**config.mk**
```make
export PLATFORM = sky130hd
export DESIGN_NAME = ps2_scancode_decoder_flat
export DESIGN_NICKNAME = d
export VERILOG_FILES = /design/src/rtl/ps2_scancode_decoder_if.sv /design/src/rtl/ps2_scancode_decoder.sv /design/src/flat_wrapper.sv
export SDC_FILE = /design/constraint.sdc
export NUM_CORES = 1
export LEC_CHECK = 0
export BUFFER_PORTS_ARGS = -buffer_cell sky130_fd_sc_hd__buf_4
export CAP_MARGIN = 25
export CORE_MARGIN = 2
export CORE_UTILIZATION = 40
export DETAILED_ROUTE_END_ITERATION = 10
export SLEW_MARGIN = 10
export SYNTH_ARGS = -nofsm -noshare
export SYNTH_HDL_FRONTEND = slang
export SYNTH_SLANG_ARGS = --single-unit
```
**constraint.sdc**
```tcl
create_clock -name clk -period 3.8 [get_ports clk]
set_input_delay 0.38 -clock clk [delete_from_list [all_inputs] [get_ports clk]]
set_output_delay 0.38 -clock clk [all_outputs]
set_load 0.01 [all_outputs]
```
**src/rtl/ps2_scancode_decoder_if.sv**
```systemverilog
// Event port between the scan-code decoder and the CPU-side register block.
// The decoder is the master; the consumer drives evt_ready.
interface ps2_scancode_decoder_if;
    logic       evt_valid;
    logic       evt_ready;
    logic [7:0] evt_code;
    logic       evt_ext;
    logic       evt_break;
    logic [7:0] evt_ascii;

    modport master (output evt_valid, evt_code, evt_ext, evt_break, evt_ascii,
                    input  evt_ready);
    modport slave  (input  evt_valid, evt_code, evt_ext, evt_break, evt_ascii,
                    output evt_ready);
endinterface

```
**src/rtl/ps2_scancode_decoder.sv**
```systemverilog
// PS/2 set-2 scan-code decoder: pops receiver bytes, resolves E0/F0/E1 prefixes,
// tracks modifiers and Caps Lock, and presents one translated key event at a time.
//
// state  | meaning
// IDLE   | wait for a byte while the event register is empty
// POP    | pop strobe low for one cycle
// DECODE | interpret byte_r (or discard it while skip_cnt != 0)
// SKIP   | drain the Pause sequence, then emit the Pause event
module ps2_scancode_decoder (
    input  logic                          clk,
    input  logic                          clrn,
    input  logic [7:0]                    kbd_data,
    input  logic                          kbd_ready,
    input  logic                          kbd_overflow,
    output logic                          kbd_nextdata_n,
    ps2_scancode_decoder_if.master        evt,
    output logic                          mod_shift,
    output logic                          mod_ctrl,
    output logic                          mod_alt,
    output logic                          caps_lock,
    output logic                          err_ovf
);
    typedef enum logic [1:0] {IDLE = 2'd0, POP = 2'd1, DECODE = 2'd2, SKIP = 2'd3} state_t;

    state_t     state_q, state_d;
    logic [7:0] byte_r;
    logic       ext_f, brk_f;
    logic [2:0] skip_cnt;
    logic       ovf_q, ovf_rise;
    logic       lshift, rshift, lctrl, rctrl, lalt, ralt, caps_held, caps_q, err_q;
    logic       valid_q, ext_q, brk_q;
    logic [7:0] code_q, ascii_q;
    logic       fetch, dec_skip, dec_byte, emit_key, emit_pause, is_prefix;

    function automatic logic [7:0] ascii_of(input logic [7:0] code, input logic ext,
                                            input logic shift, input logic ctrl,
                                            input logic caps);
        logic [7:0] lo, hi, r;
        logic       letter;
        lo = 8'h00;
        hi = 8'h00;
        if (ext) begin
            if (code == 8'h5A)      lo = 8'h0D;
            else if (code == 8'h4A) lo = 8'h2F;
            hi = lo;
        end else begin
            case (code)
                8'h1C: lo = 8'h61;  8'h32: lo = 8'h62;  8'h21: lo = 8'h63;
                8'h23: lo = 8'h64;  8'h24: lo = 8'h65;  8'h2B: lo = 8'h66;
                8'h34: lo = 8'h67;  8'h33: lo = 8'h68;  8'h43: lo = 8'h69;
                8'h3B: lo = 8'h6A;  8'h42: lo = 8'h6B;  8'h4B: lo = 8'h6C;
                8'h3A: lo = 8'h6D;  8'h31: lo = 8'h6E;  8'h44: lo = 8'h6F;
                8'h4D: lo = 8'h70;  8'h15: lo = 8'h71;  8'h2D: lo = 8'h72;
                8'h1B: lo = 8'h73;  8'h2C: lo = 8'h74;  8'h3C: lo = 8'h75;
                8'h2A: lo = 8'h76;  8'h1D: lo = 8'h77;  8'h22: lo = 8'h78;
                8'h35: lo = 8'h79;  8'h1A: lo = 8'h7A;
                8'h45: begin lo = 8'h30; hi = 8'h29; end
                8'h16: begin lo = 8'h31; hi = 8'h21; end
                8'h1E: begin lo = 8'h32; hi = 8'h40; end
                8'h26: begin lo = 8'h33; hi = 8'h23; end
                8'h25: begin lo = 8'h34; hi = 8'h24; end
                8'h2E: begin lo = 8'h35; hi = 8'h25; end
                8'h36: begin lo = 8'h36; hi = 8'h5E; end
                8'h3D: begin lo = 8'h37; hi = 8'h26; end
                8'h3E: begin lo = 8'h38; hi = 8'h2A; end
                8'h46: begin lo = 8'h39; hi = 8'h28; end
                8'h4E: begin lo = 8'h2D; hi = 8'h5F; end
                8'h55: begin lo = 8'h3D; hi = 8'h2B; end
                8'h54: begin lo = 8'h5B; hi = 8'h7B; end
                8'h5B: begin lo = 8'h5D; hi = 8'h7D; end
                8'h5D: begin lo = 8'h5C; hi = 8'h7C; end
                8'h4C: begin lo = 8'h3B; hi = 8'h3A; end
                8'h52: begin lo = 8'h27; hi = 8'h22; end
                8'h41: begin lo = 8'h2C; hi = 8'h3C; end
                8'h49: begin lo = 8'h2E; hi = 8'h3E; end
                8'h4A: begin lo = 8'h2F; hi = 8'h3F; end
                8'h0E: begin lo = 8'h60; hi = 8'h7E; end
                8'h29: begin lo = 8'h20; hi = 8'h20; end
                8'h5A: begin lo = 8'h0D; hi = 8'h0D; end
                8'h66: begin lo = 8'h08; hi = 8'h08; end
                8'h0D: begin lo = 8'h09; hi = 8'h09; end
                8'h76: begin lo = 8'h1B; hi = 8'h1B; end
                default: begin lo = 8'h00; hi = 8'h00; end
            endcase
        end
        // Only letters land in a..z; they follow caps/ctrl instead of the hi column.
        letter = (lo >= 8'h61) && (lo <= 8'h7A);
        if (letter) r = ctrl ? {3'b000, lo[4:0]} : ((shift ^ caps) ? lo - 8'h20 : lo);
        else        r = shift ? hi : lo;
        return r;
    endfunction

    assign ovf_rise  = kbd_overflow & ~ovf_q;
    assign is_prefix = byte_r inside {8'hF0, 8'hE0, 8'hE1};

    always_ff @(posedge clk or negedge clrn) begin
        if (!clrn) state_q <= IDLE;
        else       state_q <= state_d;
    end

    always_comb begin
        state_d = state_q;
        if (ovf_rise) begin
            state_d = IDLE;
        end else begin
            case (state_q)
                IDLE:    if (kbd_ready && !valid_q) state_d = POP;
                POP:     state_d = DECODE;
                DECODE:  if (skip_cnt != 3'd0 || byte_r == 8'hE1) state_d = SKIP;
                         else                                      state_d = IDLE;
                SKIP:    if (skip_cnt == 3'd0) begin
                             if (!valid_q) state_d = IDLE;
                         end else if (kbd_ready) begin
                             state_d = POP;
                         end
                default: state_d = IDLE;
            endcase
        end
    end

    always_comb begin
        fetch      = 1'b0;
        dec_skip   = 1'b0;
        dec_byte   = 1'b0;
        emit_key   = 1'b0;
        emit_pause = 1'b0;
        if (!ovf_rise) begin
            case (state_q)
                IDLE:    fetch = kbd_ready && !valid_q;
                DECODE:  begin
                             dec_skip = (skip_cnt != 3'd0);
                             dec_byte = (skip_cnt == 3'd0);
                             emit_key = (skip_cnt == 3'd0) && !is_prefix;
                         end
                SKIP:    begin
                             fetch      = (skip_cnt != 3'd0) && kbd_ready;
                             emit_pause = (skip_cnt == 3'd0) && !valid_q;
                         end
                default: ;
            endcase
        end
    end

    always_ff @(posedge clk or negedge clrn) begin
        if (!clrn) begin
            kbd_nextdata_n <= 1'b1;
            byte_r <= 8'h00;   ext_f <= 1'b0;   brk_f <= 1'b0;   skip_cnt <= 3'd0;
            ovf_q <= 1'b0;     err_q <= 1'b0;
            lshift <= 1'b0;    rshift <= 1'b0;  lctrl <= 1'b0;   rctrl <= 1'b0;
            lalt <= 1'b0;      ralt <= 1'b0;    caps_held <= 1'b0; caps_q <= 1'b0;
            valid_q <= 1'b0;   code_q <= 8'h00; ext_q <= 1'b0;   brk_q <= 1'b0;
            ascii_q <= 8'h00;
        end else begin
            ovf_q          <= kbd_overflow;
            kbd_nextdata_n <= ~fetch;
            if (fetch) byte_r <= kbd_data;
            if (ovf_rise) begin
                ext_f <= 1'b0;  brk_f <= 1'b0;  skip_cnt <= 3'd0;  err_q <= 1'b1;
                lshift <= 1'b0; rshift <= 1'b0; lctrl <= 1'b0; rctrl <= 1'b0;
                lalt <= 1'b0;   ralt <= 1'b0;   caps_held <= 1'b0;
            end else begin
                if (dec_skip) skip_cnt <= skip_cnt - 3'd1;
                if (dec_byte) begin
                    case (byte_r)
                        8'hF0:   brk_f <= 1'b1;
                        8'hE0:   ext_f <= 1'b1;
                        8'hE1:   begin ext_f <= 1'b0; brk_f <= 1'b0; skip_cnt <= 3'd7; end
                        default: begin ext_f <= 1'b0; brk_f <= 1'b0; end
                    endcase
                end
                if (emit_key) begin
                    if (!ext_f && byte_r == 8'h12) lshift <= ~brk_f;
                    if (!ext_f && byte_r == 8'h59) rshift <= ~brk_f;
                    if (byte_r == 8'h14) begin
                        if (ext_f) rctrl <= ~brk_f;
                        else       lctrl <= ~brk_f;
                    end
                    if (byte_r == 8'h11) begin
                        if (ext_f) ralt <= ~brk_f;
                        else       lalt <= ~brk_f;
                    end
                    // Typematic repeats keep caps_held set, so only the first make toggles.
                    if (!ext_f && byte_r == 8'h58) begin
                        if (brk_f) begin
                            caps_held <= 1'b0;
                        end else begin
                            caps_held <= 1'b1;
                            if (!caps_held) caps_q <= ~caps_q;
                        end
                    end
                end
            end
            if (emit_key) begin
                code_q  <= byte_r;
                ext_q   <= ext_f;
                brk_q   <= brk_f;
                ascii_q <= brk_f ? 8'h00 : ascii_of(byte_r, ext_f, mod_shift, mod_ctrl, caps_q);
            end else if (emit_pause) begin
                code_q  <= 8'hE1;
                ext_q   <= 1'b0;
                brk_q   <= 1'b0;
                ascii_q <= 8'h00;
            end
            if (emit_key || emit_pause) valid_q <= 1'b1;
            else if (evt.evt_ready)     valid_q <= 1'b0;
        end
    end

    assign mod_shift     = lshift | rshift;
    assign mod_ctrl      = lctrl | rctrl;
    assign mod_alt       = lalt | ralt;
    assign caps_lock     = caps_q;
    assign err_ovf       = err_q;
    assign evt.evt_valid = valid_q;
    assign evt.evt_code  = code_q;
    assign evt.evt_ext   = ext_q;
    assign evt.evt_break = brk_q;
    assign evt.evt_ascii = ascii_q;
endmodule
```
**src/flat_wrapper.sv**
```systemverilog
// flat-port wrapper written by rule: the top's interface ports become plain ports
module ps2_scancode_decoder_flat 
  (clk, clrn, kbd_data, kbd_ready, kbd_overflow, kbd_nextdata_n, mod_shift, mod_ctrl, mod_alt, caps_lock, err_ovf, evt_evt_valid, evt_evt_code, evt_evt_ext, evt_evt_break, evt_evt_ascii, evt_evt_ready);
  ps2_scancode_decoder_if evt_i ();
  input  logic clk;
  input  logic clrn;
  input  logic [7:0] kbd_data;
  input  logic kbd_ready;
  input  logic kbd_overflow;
  output logic kbd_nextdata_n;
  output logic mod_shift;
  output logic mod_ctrl;
  output logic mod_alt;
  output logic caps_lock;
  output logic err_ovf;
  output wire logic [$bits(evt_i.evt_valid)-1:0] evt_evt_valid;
  output wire logic [$bits(evt_i.evt_code)-1:0] evt_evt_code;
  output wire logic [$bits(evt_i.evt_ext)-1:0] evt_evt_ext;
  output wire logic [$bits(evt_i.evt_break)-1:0] evt_evt_break;
  output wire logic [$bits(evt_i.evt_ascii)-1:0] evt_evt_ascii;
  input wire logic [$bits(evt_i.evt_ready)-1:0] evt_evt_ready;
  assign evt_evt_valid = evt_i.evt_valid;
  assign evt_evt_code = evt_i.evt_code;
  assign evt_evt_ext = evt_i.evt_ext;
  assign evt_evt_break = evt_i.evt_break;
  assign evt_evt_ascii = evt_i.evt_ascii;
  assign evt_i.evt_ready = evt_evt_ready;
  ps2_scancode_decoder u_core (.clk(clk), .clrn(clrn), .kbd_data(kbd_data), .kbd_ready(kbd_ready), .kbd_overflow(kbd_overflow), .kbd_nextdata_n(kbd_nextdata_n), .evt(evt_i), .mod_shift(mod_shift), .mod_ctrl(mod_ctrl), .mod_alt(mod_alt), .caps_lock(caps_lock), .err_ovf(err_ovf));
endmodule
```
==> metrics <==
outcome finished clean; Crit path required time 3.99 ns; clk root buf clkbuf_8; Setup TNS Final 0 ns; # nets final 523; drt pass-1 iters 5; Hold Path Class input pin to async pin; Synth area leaders dfrtp_1 (28%), nand2_1 (4.6%), nor2_1 (4.4%); initial core utilization 0.4050; setup repair bufs after CTS 0; Syn Area/Cell 8.324 sq um; mapped cell area 3904 sq um; first-pass GRT wire length 20,150 microns; Die Y-Extent 102.8 microns; Max Cap Viol 0; largest net degree at the start of global routing 46; die area 10,570 sq um; cell count after synthesis 469; clock insertion delay at the later pin of the skew report 0.31 ns; H-tree levels 2; area grow syn2layout 12.44%; synthesized flop and latch total 45; max frequency 287.2 MHz; Area after DPL 4305 sq um; area share of the largest cell type after synthesis 0.2821; # port buffers 37; Tcrit/Tclk final 0.9164; # setup viols final 0; # rows 36; vias in the first global route 3,785; post-route DRC violation count 0; TritonCTS Buffers 5; DR vias 3,892; dpl cells 629; # fillers 973; Sinks on Clock Net 45; Hold Slack 0.06165 ns; syn_nets 489; Starting DRT DRC Count 374; Design Area, Final 4389 sq um; Finished Layout Cells 637; WS Path Type register to register; Slew @ Worst Pin 0.9948 ns; gr usage total 0.2462; final hold violation count 0; post-synthesis async set-or-reset flop share 1.000; core footprint 9639 sq um; fin util 0.4553; overall routed net length 12,240 microns; Data arrival, critical path 3.67 ns; most common library cell in the layout ignoring fill and taps buf_4; CTS tree yes; Bufs on Longest Clock Path 2; Max Slew Vio Count 0; Setup crit end kind register; global route overflow 0; Setup WS post-layout 0.3179 ns; Routed Antenna Nets 0; initial antenna violation count 0; Slew Limit Headroom 0.3368; sequential area share after synthesis 0.2888; clk slew on worst S/H paths 0.09 ns; Yosys warning count 0; CP Max Fanout 29; Die Width 102.8 microns; routed vias/inst 6.110; Power per Cell Area 803.6 nW/um^2; share of layout cells above drive strength 1 0.2202; gpl congestion 1.026; Final Skew 0.01034 ns; post-synth top area cell dfrtp_1; # IOs 38; leakage 1.864 nW; Tmin final 3.482 ns; Top FF cell, synth dfrtp_1; Total Power 3.527 mW; hold_buf cts 0; Max rail drop VDD 0.3694 mV; DR WL/cell 19.22 microns; Netlist cell types 85; RSZ-0062 raised after global routing no; antenna cells 0; Post-DP HPWL 9174 microns; commonest non-fill, non-tap cells in the layout buf_4 (70), nand2_1 (48), nor2_1 (46), dfrtp_1 (44), o21ai_0 (26); Post-synth EDFFs 0; CTS resizes 0; pre-CTS setup slack 0.4303 ns; nature of the critical path startpoint register
-- synth_stat cells, drive strengths merged, types with 3 or more instances --
master    n
nor3     14
nor2     47
inv      11
o21bai    3
mux2      7
nand4     6
nor4b     8
a21oi    22
o31ai     4
nand2    48
a22oi     5
a211oi    5
nor4bb    4
nor4      9
mux2i     7
clkbuf   13
ha        7
a32oi     3
nand3b    3
o22ai     5
and4b     3
nor2b    12
and3      6
o211ai   11
or2       4
o21ai    28
dfrtp    44
a32o      3
nand3    20
buf      30
or3       3
and3b     5
a311oi    3
nand2b    6
nor3b     7
xor2      5
o2111ai   5
and2      5
-- layer usage --
| layer | track usage | vias up | wire, microns |
|---|---|---|---|
| met4 | 0.09615 | 0 | 458 |
| met3 | 0.04000 | 40 | 777 |
| met2 | 0.3856 | 172 | 5593 |
| met5 | 0 | - | 0 |
| met1 | 0.3416 | 1881 | 5411 |
| li1 | - | 1799 | - |
-- worst paths after layout --
kind / startpoint / endpoint / slack [ns] / cells past startpoint
setup / recovery: u_core.byte_r[3] / u_core.evt.evt_ascii[1] / 0.32 / 9
hold / removal: clrn / u_core.evt.evt_ascii[3] / 0.06 / 1
setup reg to reg: u_core.byte_r[3] / u_core.evt.evt_ascii[1] / 0.32 / 9
hold reg to reg: u_core.err_ovf / u_core.err_ovf / 0.48 / 1
max in group asynchronous: clrn / u_core.evt.evt_break / 3.32 / 1
min in group clk: kbd_overflow / u_core.ovf_q / 0.19 / 1
-- layout make-up --
class	count	area (sq um)	area share
timing repair buffer	70	525.5	0.1197
clock inverter	1	7.507	0.001710
inverter	12	45.04	0.01026
tap	133	166.4	0.03791
sequential	45	1127	0.2568
clock buffer	7	76.32	0.01739
multi-input combinational	369	2441	0.5562
-- power breakdown --
part | internal [mW] | switching, mW
logic | 0.979 | 1.29
registers | 0.634 | 0.320
clock network | 0.130 | 0.170
total | 1.74 | 1.78
-- flip-flops by register name, indices dropped and copies added (netlist names), 2 cells and up --
signal,cells
u_core.evt.evt_ascii,8
u_core.skip_cnt,3
u_core.state_q,2
u_core.evt.evt_code,8
u_core.byte_r,8
-- critical path: stages (launching register included) --
cell,delay [ns]
dfrtp_1,1.01
buf_4,0.27
nor3b_1,0.08
o211ai_1,0.22
o211ai_1,0.13
nor4_1,0.49
nand3_2,0.19
nor4_4,0.50
o21ai_2,0.14
a311o_1,0.32
-- cell families (layout without fill, tap and decap cells) --
group / Yosys count / in the layout / share of synthesized area
simple gates: 220 / 220 / 0.3324
mux: 14 / 14 / 0.03814
fa+ha+maj: 7 / 7 / 0.02243
xor+xnor: 6 / 6 / 0.01346
compound gates: 122 / 122 / 0.2173
buf+inv: 55 / 90 / 0.08750
flops: 45 / 45 / 0.2888
No activity file was read; power rests on OpenSTA's default activity.
